### config.mk
export PLATFORM = sky130hd
export DESIGN_NAME = stoper_ctrl
export DESIGN_NICKNAME = d
export VERILOG_FILES = /design/src/rtl/stoper_ctrl_pkg.sv /design/src/rtl/stoper_ctrl_debounce.sv /design/src/rtl/stoper_ctrl.sv
export SDC_FILE = /design/constraint.sdc
export NUM_CORES = 1
export LEC_CHECK = 0
export BUFFER_PORTS_ARGS = -buffer_cell sky130_fd_sc_hd__buf_2
export CORE_MARGIN = 2
export CORE_UTILIZATION = 50
export CTS_CLUSTER_SIZE = 8
export DETAILED_ROUTE_END_ITERATION = 10
export GPL_TIMING_DRIVEN = 0
export PLACE_DENSITY = 0.75
export SYNTH_ARGS = -nofsm -noshare
export SYNTH_HDL_FRONTEND = slang
export SYNTH_SLANG_ARGS = --single-unit
### constraint.sdc
create_clock -name i_clk -period 1.7 [get_ports i_clk]
set_clock_uncertainty 0.1 [all_clocks]
set_input_delay 0.085 -clock i_clk [delete_from_list [all_inputs] [get_ports i_clk]]
set_output_delay 0.085 -clock i_clk [all_outputs]
set_load 0.03 [all_outputs]
### src/rtl/stoper_ctrl_pkg.sv
// ---------------------------------------------------------------------------
// stoper_ctrl_pkg
// Shared definitions for the stopwatch run-control sequencer:
//   - state_e        : FSM state encoding (also driven out on o_state)
//   - BCD_W          : width of the packed BCD time word
//   - DEB_CYCLES_DEF : default debounce length in clock cycles
//   - BTN_SS/BTN_LR  : indices of the two buttons in the internal button vector
// ---------------------------------------------------------------------------
package stoper_ctrl_pkg;

  typedef enum logic [1:0] {
    ST_IDLE  = 2'd0,
    ST_RUN   = 2'd1,
    ST_PAUSE = 2'd2,
    ST_LAP   = 2'd3
  } state_e;

  localparam int BCD_W          = 24;
  localparam int DEB_CYCLES_DEF = 50000;

  localparam int NUM_BTN = 2;
  localparam int BTN_SS  = 0;
  localparam int BTN_LR  = 1;

  // The stopwatch counter advances in RUN and LAP; a lap only freezes the display.
  function automatic logic state_counts(input state_e s);
    return (s == ST_RUN) || (s == ST_LAP);
  endfunction

endpackage

### src/rtl/stoper_ctrl_debounce.sv
// ---------------------------------------------------------------------------
// btn_debounce
// One push-button conditioning path: 2-FF synchronizer, level debouncer and
// rising-edge press pulse.
//   i_clk   : system clock
//   i_rst   : synchronous active-high reset
//   i_btn   : raw asynchronous button level, active-high
//   o_press : one-cycle pulse on each accepted 0->1 debounced transition
// Parameters:
//   DEB_CYCLES : consecutive stable synced cycles needed to accept a change (>= 2)
//   DEB_W      : debounce counter width, 2**DEB_W > DEB_CYCLES
// ---------------------------------------------------------------------------
module btn_debounce #(
  parameter int DEB_CYCLES = 50000,
  parameter int DEB_W      = 16
) (
  input  logic i_clk,
  input  logic i_rst,
  input  logic i_btn,
  output logic o_press
);

  // Flip on the DEB_CYCLES-th consecutive cycle of disagreement.
  localparam logic [DEB_W-1:0] CNT_LAST = DEB_W'(DEB_CYCLES - 1);

  logic             sync1_reg;
  logic             sync2_reg;
  logic             deb_reg;
  logic             deb_next;
  logic             deb_d_reg;
  logic [DEB_W-1:0] cnt_reg;
  logic [DEB_W-1:0] cnt_next;

  always_comb begin
    cnt_next = '0;
    deb_next = deb_reg;
    if (sync2_reg != deb_reg) begin
      if (cnt_reg == CNT_LAST) begin
        deb_next = sync2_reg;
        cnt_next = '0;
      end else begin
        cnt_next = cnt_reg + DEB_W'(1);
      end
    end
  end

  // Debounced level and its delayed copy reset to 1, so a button held through
  // reset must be released and pressed again before it produces a press.
  always_ff @(posedge i_clk) begin
    if (i_rst) begin
      sync1_reg <= 1'b0;
      sync2_reg <= 1'b0;
      deb_reg   <= 1'b1;
      deb_d_reg <= 1'b1;
      cnt_reg   <= '0;
    end else begin
      sync1_reg <= i_btn;
      sync2_reg <= sync1_reg;
      deb_reg   <= deb_next;
      deb_d_reg <= deb_reg;
      cnt_reg   <= cnt_next;
    end
  end

  assign o_press = deb_reg & ~deb_d_reg;

endmodule

### src/rtl/stoper_ctrl.sv
// ---------------------------------------------------------------------------
// stoper_ctrl
// Run-control sequencer for the stopwatch. Conditions the START/STOP and
// LAP/RESET buttons, runs the IDLE/RUN/PAUSE/LAP FSM, drives the stoper
// counter enable/clear and selects live or lap-frozen BCD time for display.
//   i_clk      : system clock
//   i_rst      : synchronous active-high reset
//   i_btn_ss   : raw START/STOP button (async, active-high)
//   i_btn_lr   : raw LAP/RESET button (async, active-high)
//   i_bcd_time : live BCD time from stoper
//   o_cnt_en   : counter enable (RUN, LAP)
//   o_cnt_clr  : one-cycle counter clear pulse
//   o_bcd_disp : registered BCD word for s7_display
//   o_blank    : display blank request
//   o_state    : current FSM state (debug)
// Optional build macro STOPER_CTRL_BLINK_EN: when defined, o_blank blinks the
// display in PAUSE using a BLINK_W-bit divider; otherwise o_blank is 0.
// ---------------------------------------------------------------------------
module stoper_ctrl
  import stoper_ctrl_pkg::*;
#(
  parameter int DEB_CYCLES = DEB_CYCLES_DEF,
  parameter int DEB_W      = 16,
  parameter int BLINK_W    = 23
) (
  input  logic             i_clk,
  input  logic             i_rst,
  input  logic             i_btn_ss,
  input  logic             i_btn_lr,
  input  logic [BCD_W-1:0] i_bcd_time,
  output logic             o_cnt_en,
  output logic             o_cnt_clr,
  output logic [BCD_W-1:0] o_bcd_disp,
  output logic             o_blank,
  output logic [1:0]       o_state
);

  logic [NUM_BTN-1:0] btn_raw;
  logic [NUM_BTN-1:0] press;

  assign btn_raw[BTN_SS] = i_btn_ss;
  assign btn_raw[BTN_LR] = i_btn_lr;

  genvar gi;
  generate
    for (gi = 0; gi < NUM_BTN; gi++) begin : g_btn
      btn_debounce #(
        .DEB_CYCLES (DEB_CYCLES),
        .DEB_W      (DEB_W)
      ) u_btn_debounce (
        .i_clk   (i_clk),
        .i_rst   (i_rst),
        .i_btn   (btn_raw[gi]),
        .o_press (press[gi])
      );
    end
  endgenerate

  state_e           state_reg;
  state_e           state_next;
  logic             cnt_clr_reg;
  logic             cnt_clr_next;
  logic             lap_load;
  logic [BCD_W-1:0] lap_reg;
  logic [BCD_W-1:0] disp_reg;

  // START/STOP has priority: when both presses land in the same cycle the
  // LAP/RESET press is dropped.
  always_comb begin
    state_next   = state_reg;
    cnt_clr_next = 1'b0;
    lap_load     = 1'b0;
    if (press[BTN_SS]) begin
      case (state_reg)
        ST_IDLE:  state_next = ST_RUN;
        ST_RUN:   state_next = ST_PAUSE;
        ST_PAUSE: state_next = ST_RUN;
        ST_LAP:   state_next = ST_PAUSE;
        default:  state_next = ST_IDLE;
      endcase
    end else if (press[BTN_LR]) begin
      case (state_reg)
        ST_IDLE: begin
          cnt_clr_next = 1'b1;
        end
        ST_RUN: begin
          state_next = ST_LAP;
          lap_load   = 1'b1;
        end
        ST_LAP: begin
          state_next = ST_RUN;
        end
        ST_PAUSE: begin
          state_next   = ST_IDLE;
          cnt_clr_next = 1'b1;
        end
        default: begin
          state_next = ST_IDLE;
        end
      endcase
    end
  end

  // Display mux keys off the registered state, so the selection follows one
  // edge after the state change.
  always_ff @(posedge i_clk) begin
    if (i_rst) begin
      state_reg   <= ST_IDLE;
      cnt_clr_reg <= 1'b0;
      lap_reg     <= '0;
      disp_reg    <= '0;
    end else begin
      state_reg   <= state_next;
      cnt_clr_reg <= cnt_clr_next;
      if (lap_load) begin
        lap_reg <= i_bcd_time;
      end
      disp_reg <= (state_reg == ST_LAP) ? lap_reg : i_bcd_time;
    end
  end

  assign o_cnt_en   = state_counts(state_reg);
  assign o_cnt_clr  = cnt_clr_reg;
  assign o_bcd_disp = disp_reg;
  assign o_state    = state_reg;

`ifdef STOPER_CTRL_BLINK_EN
  logic [BLINK_W-1:0] blink_cnt_reg;

  // Cleared on PAUSE entry so the blink cycle always starts with the display lit.
  always_ff @(posedge i_clk) begin
    if (i_rst) begin
      blink_cnt_reg <= '0;
    end else if ((state_next == ST_PAUSE) && (state_reg != ST_PAUSE)) begin
      blink_cnt_reg <= '0;
    end else begin
      blink_cnt_reg <= blink_cnt_reg + BLINK_W'(1);
    end
  end

  assign o_blank = (state_reg == ST_PAUSE) & blink_cnt_reg[BLINK_W-1];
`else
  assign o_blank = 1'b0;
`endif

endmodule

## Word level (Yosys, flattened, before mapping)

Cells that the tools add are included.

| word-level totals | value |
|---|---|
| register bits after elaboration | 91 |
| input bits | 28 |
| output and inout bits | 29 |

| operators by class | value |
|---|---|
| $add $sub $neg | 2 |
| eq/ne operators | 7 |
| multiplexer cells | 9 |
| bitwise operators | 7 |
| reduce and logical (&&, ||, !) cells | 12 |

Operator list:

| operator | count |
|---|---|
| 16-bit by 1-bit adder with 16-bit output, second input constant | 2 |
| 16-bit equality test, second input constant | 2 |
| 24-bit 2-to-1 mux | 1 |
| 3-bit OR reduction | 3 |
| 2-bit one-hot mux with 3 select lines | 1 |
| 2-bit AND reduction | 3 |
| 1-bit NOT | 5 |
| 2-bit equality test, second input constant | 2 |
| 1-bit 2-to-1 mux | 4 |
| 2-bit 2-to-1 mux | 2 |
| 2-bit one-hot mux with 2 select lines | 1 |
| 4-bit nonzero test | 1 |
| 2-bit OR reduction | 2 |
| 1-bit AND | 2 |
| 2-bit by 1-bit equality test with 1-bit output, second input constant | 1 |
| 2-bit logical NOT | 1 |
| 1-bit != test | 2 |
| 2-bit nonzero test | 1 |
| 1-bit logical OR | 1 |

## Longest topological paths before layout

| depth | value |
|---|---|
| depth in word-level cells | 4 |
| mapped depth | 6 |

## Modules after synthesis

Synthesis repeated with hierarchy kept, for this count alone.

| second synthesis, totals | value |
|---|---|
| cell total of the unflattened synthesis | 390 |
| area, all modules | 3598.5 sq um |

By module, submodules not included:

| module | instances | cells an instance | area each (sq um) |
|---|---|---|---|
| stoper_ctrl | 1 | 208 | 1919.3 |
| btn_debounce | 2 | 91 | 839.6 |

## Worst setup path before layout

OpenSTA, ideal clock, no wires.

| timing | value |
|---|---|
| kind | reg-to-reg |
| start point | register g_btn[1].u_btn_debounce.cnt_reg[5] |
| end point | register g_btn[1].u_btn_debounce.deb_reg |
| library setup time | 120 ps |
| arrival | 1654 ps |
| required time | 1480 ps |
| path slack | -174 ps |
| cell stages (with the launch flop) | 4 |
| path buffers | 0 |
| clock period less this slack | 1874 ps |
| path through | dfxtp_1 > or4b_1 > or4_4 > a211o_1 |

| on the way | value |
|---|---|
| cells in the longest elaborated chain, start to end | 2 |

RTL lines:

| what | RTL line | text |
|---|---|---|
| from (decl) | stoper_ctrl_debounce.sv:31 | `logic [DEB_W-1:0] cnt_reg;` |
| from (signal assigned) | stoper_ctrl_debounce.sv:61 | `cnt_reg <= cnt_next;` |
| 16-bit equality test | stoper_ctrl_debounce.sv:38 | `if (cnt_reg == CNT_LAST) begin` |
| 2-bit AND reduction (no line) | - |  |
| to (signal assigned) | stoper_ctrl_debounce.sv:59 | `deb_reg <= deb_next;` |
| to (decl) | stoper_ctrl_debounce.sv:28 | `logic deb_reg;` |

No other way between the ends.
A chain may end at the register's enable or synchronous reset.

## Worst setup path after layout

| timing | value |
|---|---|
| start point | register g_btn[1].u_btn_debounce.cnt_reg[10] |
| end point | register g_btn[1].u_btn_debounce.deb_reg |

The elaborated chain is that of the path after synthesis.

==> impl_metrics.env <==
export IMPL_drive_gt1_share_pct=26.3
export IMPL_clk_path_buf_depth=2
export IMPL_relSlewSlack_pct=66.3
export IMPL_grt_first_pass_wirelength_mm=12.2
export IMPL_finalCritPeriodShare_pct=113
export IMPL_whs_ns=0.236
export IMPL_rsz0062_at_grt="yes"
export IMPL_grt_usage_pct=20.7
export IMPL_hold_violations=0
export IMPL_grt_ovfl_total=0
export IMPL_synth_area_leaders="dfxtp_1 53%, nand2_1 11%, xnor2_1 7.4%, a21oi_1 7.1%, nor2_1 4.7%"
export IMPL_synth_seq_cells=91
export IMPL_avgSynthCellArea_um2=8.42
export IMPL_cts_tree="done"
export IMPL_yosys_area_top_type_share_pct=53.0
export IMPL_dieWidth_um=86.9
export IMPL_power_leakage_nw=1.72
export IMPL_numClockSinks=91
export IMPL_synthTopCellsByCount="103 x nand2_1, 91 x dfxtp_1, 49 x a21oi_1, 43 x nor2_1, 29 x xnor2_1"
export IMPL_failed_checks="setup timing"
export IMPL_drtAntennaViolNets=0
export IMPL_place_port_buffers=54
export IMPL_critPathCapture="g_btn[1].u_btn_debounce.deb_reg$_SDFFE_PP1P_"
export IMPL_crit_type="flop to flop"
export IMPL_io_pins=57
export IMPL_r2r_cells=3
export IMPL_grt_pass1_vias=2819
export IMPL_r2r_end="g_btn[1].u_btn_debounce.deb_reg$_SDFFE_PP1P_"
export IMPL_crit_path_start="g_btn[1].u_btn_debounce.cnt_reg[10]$_SDFF_PP0_"
export IMPL_avgRoutedWirePerCell_um=13.2
export IMPL_synth_nets=438
export IMPL_synth_cells=408
export IMPL_core_area_mm2=0.00672
export IMPL_num_rows=30
export IMPL_dr_pass1_iters=4
export IMPL_dp_hpwl_mm=4.80
export IMPL_synth_edff_count=0
export IMPL_wl_mm=7.88
export IMPL_cts_buffers=9
export IMPL_root_buffer="clkbuf_8"
export IMPL_synth_seq_area_share_pct=53.0
export IMPL_gp_congestion=0.853
export IMPL_peakVddDrop_mv=0.470
export IMPL_async_flop_share_pct=0
export IMPL_grt_max_degree=16
export IMPL_clk_pin_slew_ns=0.08
export IMPL_start_util_pct=51.2
export IMPL_synth_cell_type_count=33
export IMPL_timing_final_ws_setup_ns=-0.214
export IMPL_ys_flop_type="dfxtp_1"
export IMPL_setup_tns_ns=-6.11
export IMPL_critPathCaptureType="flop"
export IMPL_largest_reg_flops=32
export IMPL_die_h_um=86.9
export IMPL_synth_top_area_cell="dfxtp_1"
export IMPL_antenna_diode_count=0
export IMPL_status="complete, but fails checks"
export IMPL_area_delta_synth_final_pct=32.9
export IMPL_drt_initial_drc_count=81
export IMPL_drc=0
export IMPL_cp_arrival_ns=2.07
export IMPL_tightest_slew_ns=0.505
export IMPL_vias_per_cell=5.14
export IMPL_nNetsFinal=542
export IMPL_min_period_ns=1.91
export IMPL_vias=3071
export IMPL_p_total_mw=4.15
export IMPL_final_max_slew_viol_count=0
export IMPL_maxCapViolCount=0
export IMPL_r2r_slack_ns=-0.21
export IMPL_hp_class="input port to flop"
export IMPL_ys_warn_count=0
export IMPL_fmax_mhz=523
export IMPL_fp_dieArea_mm2=0.00755
export IMPL_worstPathRequired_ns=1.85
export IMPL_worst_path_max_fanout=4
export IMPL_insertion_delay_ns=0.36
export IMPL_worstSetupStartpointType="flop"
export IMPL_yosysMostFrequentCell="nand2_1"
export IMPL_antenna_found_initial=0
export IMPL_cts_max_level=3
export IMPL_syn_area_mm2=0.00344
export IMPL_r2r_start="g_btn[1].u_btn_debounce.cnt_reg[10]$_SDFF_PP0_"
export IMPL_setup_viol=33
export IMPL_powerDensity_mw_per_mm2=908
layout make-up:
cell class | count | area, um2
Buffer | 20 | 120
Tap cell | 80 | 100
Timing Repair Buffer | 94 | 664
Clock inverter | 6 | 88.8
Clock buffer | 10 | 138
Multi-Input combinational cell | 288 | 1590
Sequential cell | 91 | 1840
Inverter | 8 | 30.0
Fill cell | 537 | 2150
worst max-delay path, stage by stage, from the launching register on:
cell and delay [ns]:
dfxtp_2 0.33, or4b_1 0.51, or4_4 0.56, a211o_1 0.30
metrics by stage:
| stage | instance area [um2] | cells | util, % | setup slack, ns |
|---|---|---|---|---|
| finish | 4570 | 597 | 68.0 | -0.214 |
| global route | 4570 | 597 | 68.0 | -0.258 |
| CTS | 4440 | 592 | 66.1 | -0.219 |
| detailed placement | 3840 | 542 | 57.1 | -0.321 |
| global placement | 3840 | 542 | 57.1 | -0.297 |
| floorplan | 3470 | 408 | - | -0.136 |
report_power, final:
part | leakage (nW) | total [mW] | internal [mW] | switching (mW)
combinational | 0.864 | 0.326 | 0.145 | 0.181
sequential | 0.748 | 2.20 | 2.18 | 0.0229
clock | 0.108 | 1.62 | 0.867 | 0.757
total | 1.72 | 4.15 | 3.19 | 0.961
cells in the final DEF (no fill, tap or decap), drive strengths merged, types with 3 or more instances in the layout:
master	n
nand2	105
dfxtp	91
buf	73
a21oi	49
nor2	43
xnor2	29
dlygate4sd3	26
clkbuf	25
nand3	10
nor3	9
inv	8
nor4	7
nand4	6
nor2b	5
or4b	3
or4	3
routing by layer:
metal,global-route usage [%],up-vias,routed length (um)
met5,0,-,0
met1,24.7,1450,3410
met4,11.5,0,168
met3,4.08,14,326
met2,34.8,65,3980
li1,-,1542,-
repair_timing:
| item | CTS | global route |
|---|---|---|
| gates resized for setup | 19 | 30 |
| hold buffers | 26 | 0 |
| pin swaps | 7 | 11 |
| hold endpoints to repair | 50 | 0 |
| setup endpoints to repair | 53 | 73 |
| gates cloned | 1 | 1 |
| setup buffers | 8 | 4 |
cells by family after synthesis:
kind of cell | synth area share, %
simple gates | 26.7
flops | 53.0
compound gates | 7.79
xor+xnor | 7.90
buf+inv | 3.79
fa+ha+maj | 0.728
other cells | 0.109
worst min path at each step:
stage / from / to / depth (start not counted)
3_5_place_dp: i_btn_ss / g_btn[0].u_btn_debounce.sync1_reg$_SDFF_PP0_ / 2
6_report: i_rst / g_btn[0].u_btn_debounce.sync2_reg$_SDFF_PP0_ / 3
5_1_grt: i_rst / g_btn[0].u_btn_debounce.cnt_reg[1]$_SDFF_PP0_ / 3
2_1_floorplan: i_btn_ss / g_btn[0].u_btn_debounce.sync1_reg$_SDFF_PP0_ / 1
3_3_place_gp: i_btn_ss / g_btn[0].u_btn_debounce.sync1_reg$_SDFF_PP0_ / 2
4_1_cts: i_rst / g_btn[0].u_btn_debounce.sync2_reg$_SDFF_PP0_ / 3
Note: power is estimated with default switching activity, not from simulation.
